`config.mk`:
```
export PLATFORM = sky130hd
export DESIGN_NAME = intdiv_iter_fsm
export DESIGN_NICKNAME = d
export VERILOG_FILES = /design/src/rtl/intdiv_iter_fsm.sv
export SDC_FILE = /design/constraint.sdc
export NUM_CORES = 1
export LEC_CHECK = 0
export CORE_MARGIN = 2
export CORE_UTILIZATION = 57
export CTS_CLUSTER_DIAMETER = 50
export CTS_CLUSTER_SIZE = 14
export DETAILED_ROUTE_END_ITERATION = 8
export PLACE_DENSITY_LB_ADDON = 0.15
export SYNTH_ARGS = -nofsm -noshare
export SYNTH_HDL_FRONTEND = slang
export SYNTH_SLANG_ARGS = --single-unit
```
`constraint.sdc`:
```
create_clock -name clk -period 7.5 [get_ports clk]
set_input_delay 2.25 -clock clk [delete_from_list [all_inputs] [get_ports clk]]
set_output_delay 2.25 -clock clk [all_outputs]
set_load 0.01 [all_outputs]
```
`src/rtl/intdiv_iter_fsm.sv`:
```
// Radix-2 restoring divide/remainder engine for DIV/DIVU/REM/REMU.
// Optional early termination on dividend leading zeros: INTDIV_EARLYTERM_EN.
module intdiv_iter_fsm #(
  parameter int XLEN = 64
) (
  input  logic            clk,
  input  logic            reset_n,
  input  logic            start,
  input  logic            kill,
  input  logic [XLEN-1:0] a,
  input  logic [XLEN-1:0] b,
  input  logic            signed_op,
  input  logic            rem_op,
  output logic            busy,
  output logic            done,
  output logic [XLEN-1:0] a_q,
  output logic [XLEN-1:0] b_q,
  output logic            rem_op_q,
  output logic            b_zero,
  output logic            a_lt_b,
  output logic [XLEN-1:0] pre_result
);

  localparam int CW = $clog2(XLEN) + 1;

  typedef enum logic [2:0] {
    IDLE, PREP, ITER, POST, DONE
  } state_t;

  state_t state, state_n;

  logic            signed_q;
  logic [XLEN-1:0] dvd;
  logic [XLEN-1:0] rem;
  logic [XLEN-1:0] bmag;
  logic [CW-1:0]   cnt;

  logic [XLEN-1:0] amag_c;
  logic [XLEN-1:0] bmag_c;
  logic            bz_c;
  logic            lt_c;
  logic [XLEN-1:0] dvd_init;
  logic [CW-1:0]   cnt_init;

  assign amag_c = (signed_q && a_q[XLEN-1]) ? -a_q : a_q;
  assign bmag_c = (signed_q && b_q[XLEN-1]) ? -b_q : b_q;
  assign bz_c   = (b_q == '0);
  assign lt_c   = !bz_c && (amag_c < bmag_c);

`ifdef INTDIV_EARLYTERM_EN
  logic [CW-1:0] lz;
  logic          found;

  always_comb begin
    lz    = '0;
    found = 1'b0;
    for (int i = XLEN - 1; i >= 0; i--) begin
      if (!found) begin
        if (amag_c[i]) found = 1'b1;
        else lz = lz + 1'b1;
      end
    end
  end

  // Leading zeros only produce zero quotient bits, so skip them.
  assign dvd_init = amag_c << lz;
  assign cnt_init = (lz == CW'(XLEN)) ? CW'(1)
                                      : CW'(XLEN) - lz;
`else
  assign dvd_init = amag_c;
  assign cnt_init = CW'(XLEN);
`endif

  logic [XLEN:0]   sh;
  logic [XLEN:0]   trial;
  logic            ge;
  logic            neg_q;
  logic            neg_r;
  logic [XLEN-1:0] q_c;
  logic [XLEN-1:0] r_c;

  assign sh    = {rem, dvd[XLEN-1]};
  assign trial = sh - {1'b0, bmag};
  assign ge    = !trial[XLEN];
  assign neg_q = signed_q && (a_q[XLEN-1] ^ b_q[XLEN-1]);
  assign neg_r = signed_q && a_q[XLEN-1];
  assign q_c   = neg_q ? -dvd : dvd;
  assign r_c   = neg_r ? -rem : rem;

  assign busy = (state == PREP) || (state == ITER)
             || (state == POST);
  assign done = (state == DONE);

  always_ff @(posedge clk or negedge reset_n) begin
    if (!reset_n) state <= IDLE;
    else          state <= state_n;
  end

  always_comb begin
    state_n = state;
    unique case (state)
      IDLE: if (start) state_n = PREP;
      PREP: state_n = (bz_c || lt_c) ? DONE : ITER;
      ITER: if (cnt == CW'(1)) state_n = POST;
      POST: state_n = DONE;
      DONE: state_n = IDLE;
      default: state_n = IDLE;
    endcase
    if (kill) state_n = IDLE;
  end

  always_ff @(posedge clk or negedge reset_n) begin
    if (!reset_n) begin
      a_q        <= '0;
      b_q        <= '0;
      rem_op_q   <= 1'b0;
      signed_q   <= 1'b0;
      b_zero     <= 1'b0;
      a_lt_b     <= 1'b0;
      pre_result <= '0;
      dvd        <= '0;
      rem        <= '0;
      bmag       <= '0;
      cnt        <= '0;
    end else if (!kill) begin
      unique case (state)
        IDLE: begin
          if (start) begin
            a_q      <= a;
            b_q      <= b;
            signed_q <= signed_op;
            rem_op_q <= rem_op;
          end
        end
        PREP: begin
          b_zero <= bz_c;
          a_lt_b <= lt_c;
          rem    <= '0;
          dvd    <= dvd_init;
          bmag   <= bmag_c;
          cnt    <= cnt_init;
          if (bz_c || lt_c) pre_result <= '0;
        end
        ITER: begin
          rem <= ge ? trial[XLEN-1:0] : sh[XLEN-1:0];
          dvd <= {dvd[XLEN-2:0], ge};
          cnt <= cnt - 1'b1;
        end
        POST: pre_result <= rem_op_q ? r_c : q_c;
        default: ;
      endcase
    end
  end

endmodule

```
==> run_results.csv, run 1 <==
group,metric,value,unit
outcome,status,"complete, no violations",
logic_synthesis,syn_area,0.0273,mm²
sta,worst_pin_slew,1.20,ns
floorplan,start_util,0.574,
placed_design,hpwlAfterDp,69.9,mm
placed_design,port_buffers,330,
drt,routed_wl,92.4,mm
drt,drtPass1Iterations,5,
clocking,clockRootBuffer,"clkbuf_16",
power,power-per-cell-area,546,mW/mm²
drt,vias,25100,
logic_synthesis,syn_area_per_cell,8.91,µm²
critical_path,crit_arrival,7.30,ns
layout,multi_input_area,0.0163,mm²
placed_design,dpl-instance-area,0.0310,mm²
logic_synthesis,ys_warn_count,0,
floorplan,die_area,0.0496,mm²
layout,nFillCells,3755,
logic_synthesis,yosysSeqAreaShare,0.365,
global_route,grt_start_max_net_pins,132,
sta,setup_violations,0,
layout,mostFrequentLayoutCells,"397 x dfrtp_1, 332 x nand2_1, 329 x clkdlybuf4s50_1",
clocking,clk_pin_slew,0.06,ns
layout,instances_no_fill,3948,
critical_path,cp_max_fo,49,
critical_path,critPathKind,"flop to flop",
logic_synthesis,ys_types,79,
sta,slew_headroom,0.199,
layout,seq_area,0.00996,mm²
global_route,track_usage,0.366,
sta,fmax,0.147,GHz
sta,hold_viol,0,
logic_synthesis,postSynthCellCount,3059,
clocking,clock_latency,0.62,ns
clocking,tritoncts,"yes",
logic_synthesis,ys_seq_elements,398,
placed_design,place_ws,0.849,ns
sta,setup_tns,0,ns
clocking,cts_buffer_depth,3,
global_route,grt_pass1_wl,141,mm
placed_design,dpl.cell_count,3861,
job,maxCapViolCount,0,
drt,vias_per_cell,6.37,
floorplan,ios,331,
critical_path,cp.required,7.98,ns
layout,final_common_cell,"dfrtp_1",
layout,design_area,0.0327,mm²
logic_synthesis,synth_edf_count,0,
floorplan,core_area,0.0474,mm²
placed_design,place.gp.congestion,0.969,
floorplan,die_y,223,µm
drt,routedWlPerCell,23.4,µm
layout,finalCoreUtilization,0.689,
sta,whs,0.464,ns
global_route,grt_pass1_vias,24000,
layout,n_antenna_cell,0,
drt,drtIter0Drc,2755,
power,leakage,14.4,nW
global_route,grt_overflow_total,0,
layout,final_nets,3565,
sta,period_minus_slack,6.82,ns
clocking,cts_resized,0,
logic_synthesis,synth_flop_cell,"dfrtp_1",
clocking,post_cts_buffers,0,
critical_path,cp-start-kind,"flop",
logic_synthesis,syn_nets,3327,
sta,worst_slack,0.682,ns
drt,drc,0,
sta,fin_crit_sh,0.909,
layout,synthToLayoutAreaGrowth,19.9,%
layout,drive_gt1_frac,0.0864,
clocking,cts-htree-levels,2,
global_route,antenna_found_initial,0,
floorplan,die_w,223,µm
clocking,numCtsBuffers,49,
sta,finalMaxSlewViolations,0,
clocking,cts_sinks,398,
power,p_total,17.8,mW
clocking,hold_buffers,0,
power,ir_drop,0.298,mV
drt,drtAntennaViolNets,0,
hold_path,hold_class,"flop to flop",
logic_synthesis,async_flop_share,1.00,
sta,skew,0.0331,ns
critical_path,end_kind,"flop",
floorplan,num_rows,80,
sta,rsz0062_at_grt,"no",
[routing by layer]
layer  GRT usage  share of wire  vias up
met1       0.529           0.44    12300
met5           0              0        -
met4       0.108          0.030        0
li1            -              -    11500
met2       0.557           0.44     1239
met3      0.0719          0.091      172
[Yosys cell counts, types with 18 or more instances]
master,number,area [µm²]
dfrtp_1,398,9960
nand2_1,335,1260
o21ai_0,280,1400
nor2_1,201,754
a21oi_1,194,971
xnor2_1,161,1410
mux2_2,147,1660
clkbuf_1,145,544
xor2_1,144,1260
ha_1,133,1660
inv_1,110,413
mux2i_1,89,891
a21o_1,66,495
nor3_1,65,325
o31ai_1,63,473
a22o_1,41,359
nor4_1,39,244
or3_1,36,225
nand4_1,32,200
nand3_1,31,155
a31oi_1,30,188
nand2b_1,27,169
o22ai_1,27,169
or4_1,21,158
o21a_1,18,135
[cell families after synthesis]
family          share of synthesized area
fa+ha+maj                          0.0618
simple gates                        0.151
buf+inv                            0.0397
flops                               0.365
xor+xnor                           0.0980
compound gates                      0.191
mux                                0.0934
[report_power, final]
group	switching (mW)	total [mW]	leakage [nW]	internal, mW
registers	1.34	4.32	5.05	2.98
logic	6.42	11.0	8.55	4.55
clock network	1.05	2.54	0.842	1.49
total	8.81	17.8	14.4	9.02
[layout make-up]
cell class | count | share of cell area
Sequential cell | 398 | 0.305
Clock inverter | 29 | 0.0124
Multi-Input combinational cell | 2383 | 0.498
Clock buffer | 58 | 0.0401
Timing Repair Buffer | 354 | 0.108
Inverter | 111 | 0.0128
Tap cell | 615 | 0.0235
[path summary, 6_finish.rpt]
check,slack (ns),cells after the start,startpoint,to
max,0.68,21,b_q[11],pre_result[55]
min,0.46,2,b_zero,b_zero
max reg2reg,0.68,21,b_q[11],pre_result[55]
min reg2reg,0.46,2,b_zero,b_zero
max in group asynchronous,4.40,2,reset_n,b_q[54]
min in group asynchronous,1.72,1,reset_n,a_q[20]
[flip-flops by register name (all words and copies together), names as in the netlist]
| name | flops |
|---|---|
| rem_op_q | 1 |
| a_q | 64 |
| b_q | 64 |
| dvd | 64 |
| state | 3 |
| signed_q | 1 |
| a_lt_b | 1 |
| cnt | 7 |
| rem | 64 |
| b_zero | 1 |
| pre_result | 64 |
| bmag | 64 |
[critical path, cell delays in order, from the launching register on]
cell and delay [ns]:
dfrtp_1 0.44, or4_4 0.57, or3_4 0.35, or3_4 0.36
or4_4 0.43, or3_4 0.44, nor2_1 0.18, nand2_1 0.10
o21ai_0 0.33, xor2_1 0.16, ha_1 0.35, and4_1 0.19
nand3_1 0.09, or3_1 0.42, or3_1 0.37, o21ai_0 0.08
a21oi_1 0.10, a21o_1 0.25, o21ai_4 0.13, buf_4 0.51
clkinv_2 0.44, mux2_2 0.38
Note: power is estimated with default switching activity, not from simulation.
==> run 2: changes to the inputs <==
CAP_MARGIN = 25   (was unset)
SKIP_LAST_GASP = 1   (was unset)
==> run 2 against run 1 <==
Effect of this change: first-iteration DRC count down 9.9%; highest routed layer is now met5; clock skew shrank 0.0075 ns; worst hold slack improved by 0.019 ns; largest cell class unchanged.
==> run_results.csv, run 2 (synthesis results as in run 1) <==
group,metric,value,unit
floorplan,ios,331,
clocking,clock_latency,0.61,ns
sta,rsz0062_at_grt,"no",
sta,worst_slack,0.654,ns
drt,routedWlPerCell,23.3,µm
power,p_switching,8.81,mW
critical_path,rr_worst_depth,21,
layout,instances_no_fill,3954,
sta,setup_tns,0,ns
clocking,hold_buffers,0,
placed_design,dpl-instance-area,0.0310,mm²
power,pwr-share-comb,0.617,
floorplan,core_area,0.0474,mm²
layout,design_area,0.0327,mm²
critical_path,cp-startpoint,"a_q[24]",
power,p_int,8.99,mW
clocking,clk_pin_slew,0.06,ns
drt,drtPass1Iterations,6,
global_route,antenna_found_initial,1,
clocking,cts_resized,0,
floorplan,die_w,223,µm
critical_path,crit_top_cell,"a21o_1",
critical_path,critPathKind,"flop to flop",
layout,synthToLayoutAreaGrowth,20.1,%
clocking,numCtsBuffers,50,
clocking,tritoncts,"yes",
sta,period_minus_slack,6.85,ns
layout,mostFrequentLayoutCells,"397 x dfrtp_1, 332 x nand2_1, 329 x clkdlybuf4s50_1",
power,leakage,14.5,nW
critical_path,cp.required,7.99,ns
sta,finalMaxSlewViolations,0,
hold_path,hold_depth,1,
placed_design,port_buffers,330,
sta,setup_violations,0,
drt,vias,25100,
power,power-per-cell-area,544,mW/mm²
sta,hold_viol,0,
clocking,cts_sinks,398,
clocking,clockRootBuffer,"clkbuf_16",
global_route,track_usage,0.367,
sta,fin_crit_sh,0.913,
power,p_clk_frac,0.141,
clocking,post_cts_buffers,0,
critical_path,cp_cell_sequence,"or4_1, or4_1, nor4_1, nand2b_1, nor3_1, nand3_1, o31ai_1, xnor2_1, ha_1, a21o_1, a21o_1, a21o_1, a21o_1, a211oi_1, o22ai_1, nor3_1, a21o_1, o21ai_4, buf_4, clkinv_2, mux2_2",
critical_path,crit_slowest_cell,"nor4_1",
layout,n_antenna_cell,0,
floorplan,die_y,223,µm
critical_path,cp_slowest_stage_delay,0.69,ns
sta,slew_headroom,0.273,
drt,drc,0,
power,ir_drop,0.309,mV
placed_design,dpl.cell_count,3863,
sta,worst_pin_slew,1.07,ns
critical_path,cpLargestDelayFamily,"simple AND/OR/NAND/NOR gates",
outcome,status,"complete, no violations",
floorplan,start_util,0.574,
sta,skew,0.0256,ns
clocking,cts_buffer_depth,3,
drt,drtAntennaViolNets,0,
global_route,grt_pass1_wl,142,mm
hold_path,hold_class,"flop to flop",
power,seqPwrFrac,0.243,
critical_path,r2r_start,"a_q[24]",
floorplan,num_rows,80,
placed_design,place.gp.congestion,0.969,
layout,final_common_cell,"dfrtp_1",
critical_path,crit_arrival,7.33,ns
critical_path,cp_max_fo,49,
drt,drtIter0Drc,2481,
clocking,cts-htree-levels,2,
hold_path,hold_start,"pre_result[57]",
global_route,grt_pass1_vias,24100,
floorplan,die_area,0.0496,mm²
placed_design,place_ws,0.887,ns
drt,vias_per_cell,6.35,
critical_path,cp-start-kind,"flop",
critical_path,worst-path-stages,21,
critical_path,worst-path-buf-inv,2,
global_route,grt_overflow_total,0,
placed_design,hpwlAfterDp,69.9,mm
layout,drive_gt1_frac,0.0881,
job,maxCapViolCount,0,
sta,fmax,0.146,GHz
power,p_sw_frac,0.495,
critical_path,end_kind,"flop",
global_route,grt_start_max_net_pins,131,
layout,final_nets,3569,
drt,routed_wl,92.2,mm
==> run 2: cell types whose count changed in the layout (fill, tap and decap cells not counted), sizes merged <==
| cell | previous run | this run |
|---|---|---|
| clkbuf | 58 | 62 |
| clkinvlp | 1 | 5 |
| inv | 125 | 126 |
| buf | 25 | 28 |
| bufinv | 6 | 3 |
| clkinv | 8 | 5 |
==> run 2: worst register-to-register path: stages, from the launching register on <==
cell and delay (ns):
dfrtp_1 0.44, or4_1 0.63, or4_1 0.57, nor4_1 0.69, nand2b_1 0.32, nor3_1 0.39
nand3_1 0.20, o31ai_1 0.30, xnor2_1 0.23, ha_1 0.31, a21o_1 0.18, a21o_1 0.17
a21o_1 0.18, a21o_1 0.18, a211oi_1 0.24, o22ai_1 0.14, nor3_1 0.24, a21o_1 0.25
o21ai_4 0.06, buf_4 0.32, clkinv_2 0.32, mux2_2 0.39
==> run 2: power groups by stage <==
| stage | Combinational (mW) | Sequential, mW | Clock, mW |
|---|---|---|---|
| after floorplan | 7.06 | 4.00 | 0 |
| after global placement | 10.4 | 4.22 | 0 |
| after detailed placement | 10.6 | 4.28 | 0 |
| after CTS | 10.7 | 4.26 | 2.52 |
| after global routing | 11.9 | 4.43 | 2.61 |
| final | 11.0 | 4.32 | 2.51 |
==> run 2: through the flow <==
| stage | hold WS (ns) | total power [mW] | utilization |
|---|---|---|---|
| global route | 0.503 | 19.0 | 0.690 |
| finish | 0.483 | 17.8 | 0.690 |
| global placement | 0.460 | 14.6 | 0.652 |
| floorplan | 0.450 | 11.1 | - |
| detailed placement | 0.459 | 14.9 | 0.653 |
| CTS | 0.484 | 17.5 | 0.689 |
==> run 2: area by class of cell <==
class | instances | area, µm²
Clock buffer | 62 | 1390
Clock inverter | 28 | 318
Fill cell | 3723 | 14700
Inverter | 111 | 418
Multi-Input combinational cell | 2383 | 16300
Sequential cell | 398 | 9960
Tap cell | 615 | 769
Timing Repair Buffer | 357 | 3600
==> run 2: worst paths after layout <==
| path | endpoint | slack, ns |
|---|---|---|
| min in group asynchronous | a_q[20] | 1.74 |
| max | pre_result[45] | 0.65 |
| min | pre_result[57] | 0.48 |
| max reg2reg | pre_result[45] | 0.65 |
| max in group asynchronous | b_q[53] | 4.39 |
| min reg2reg | pre_result[57] | 0.48 |
==> run 2: per-layer routing <==
metal  global-route usage  share of wire
met5                    0        0.00014
met2                0.551           0.43
met1                0.524           0.43
met3               0.0867          0.097
met4                0.118          0.033
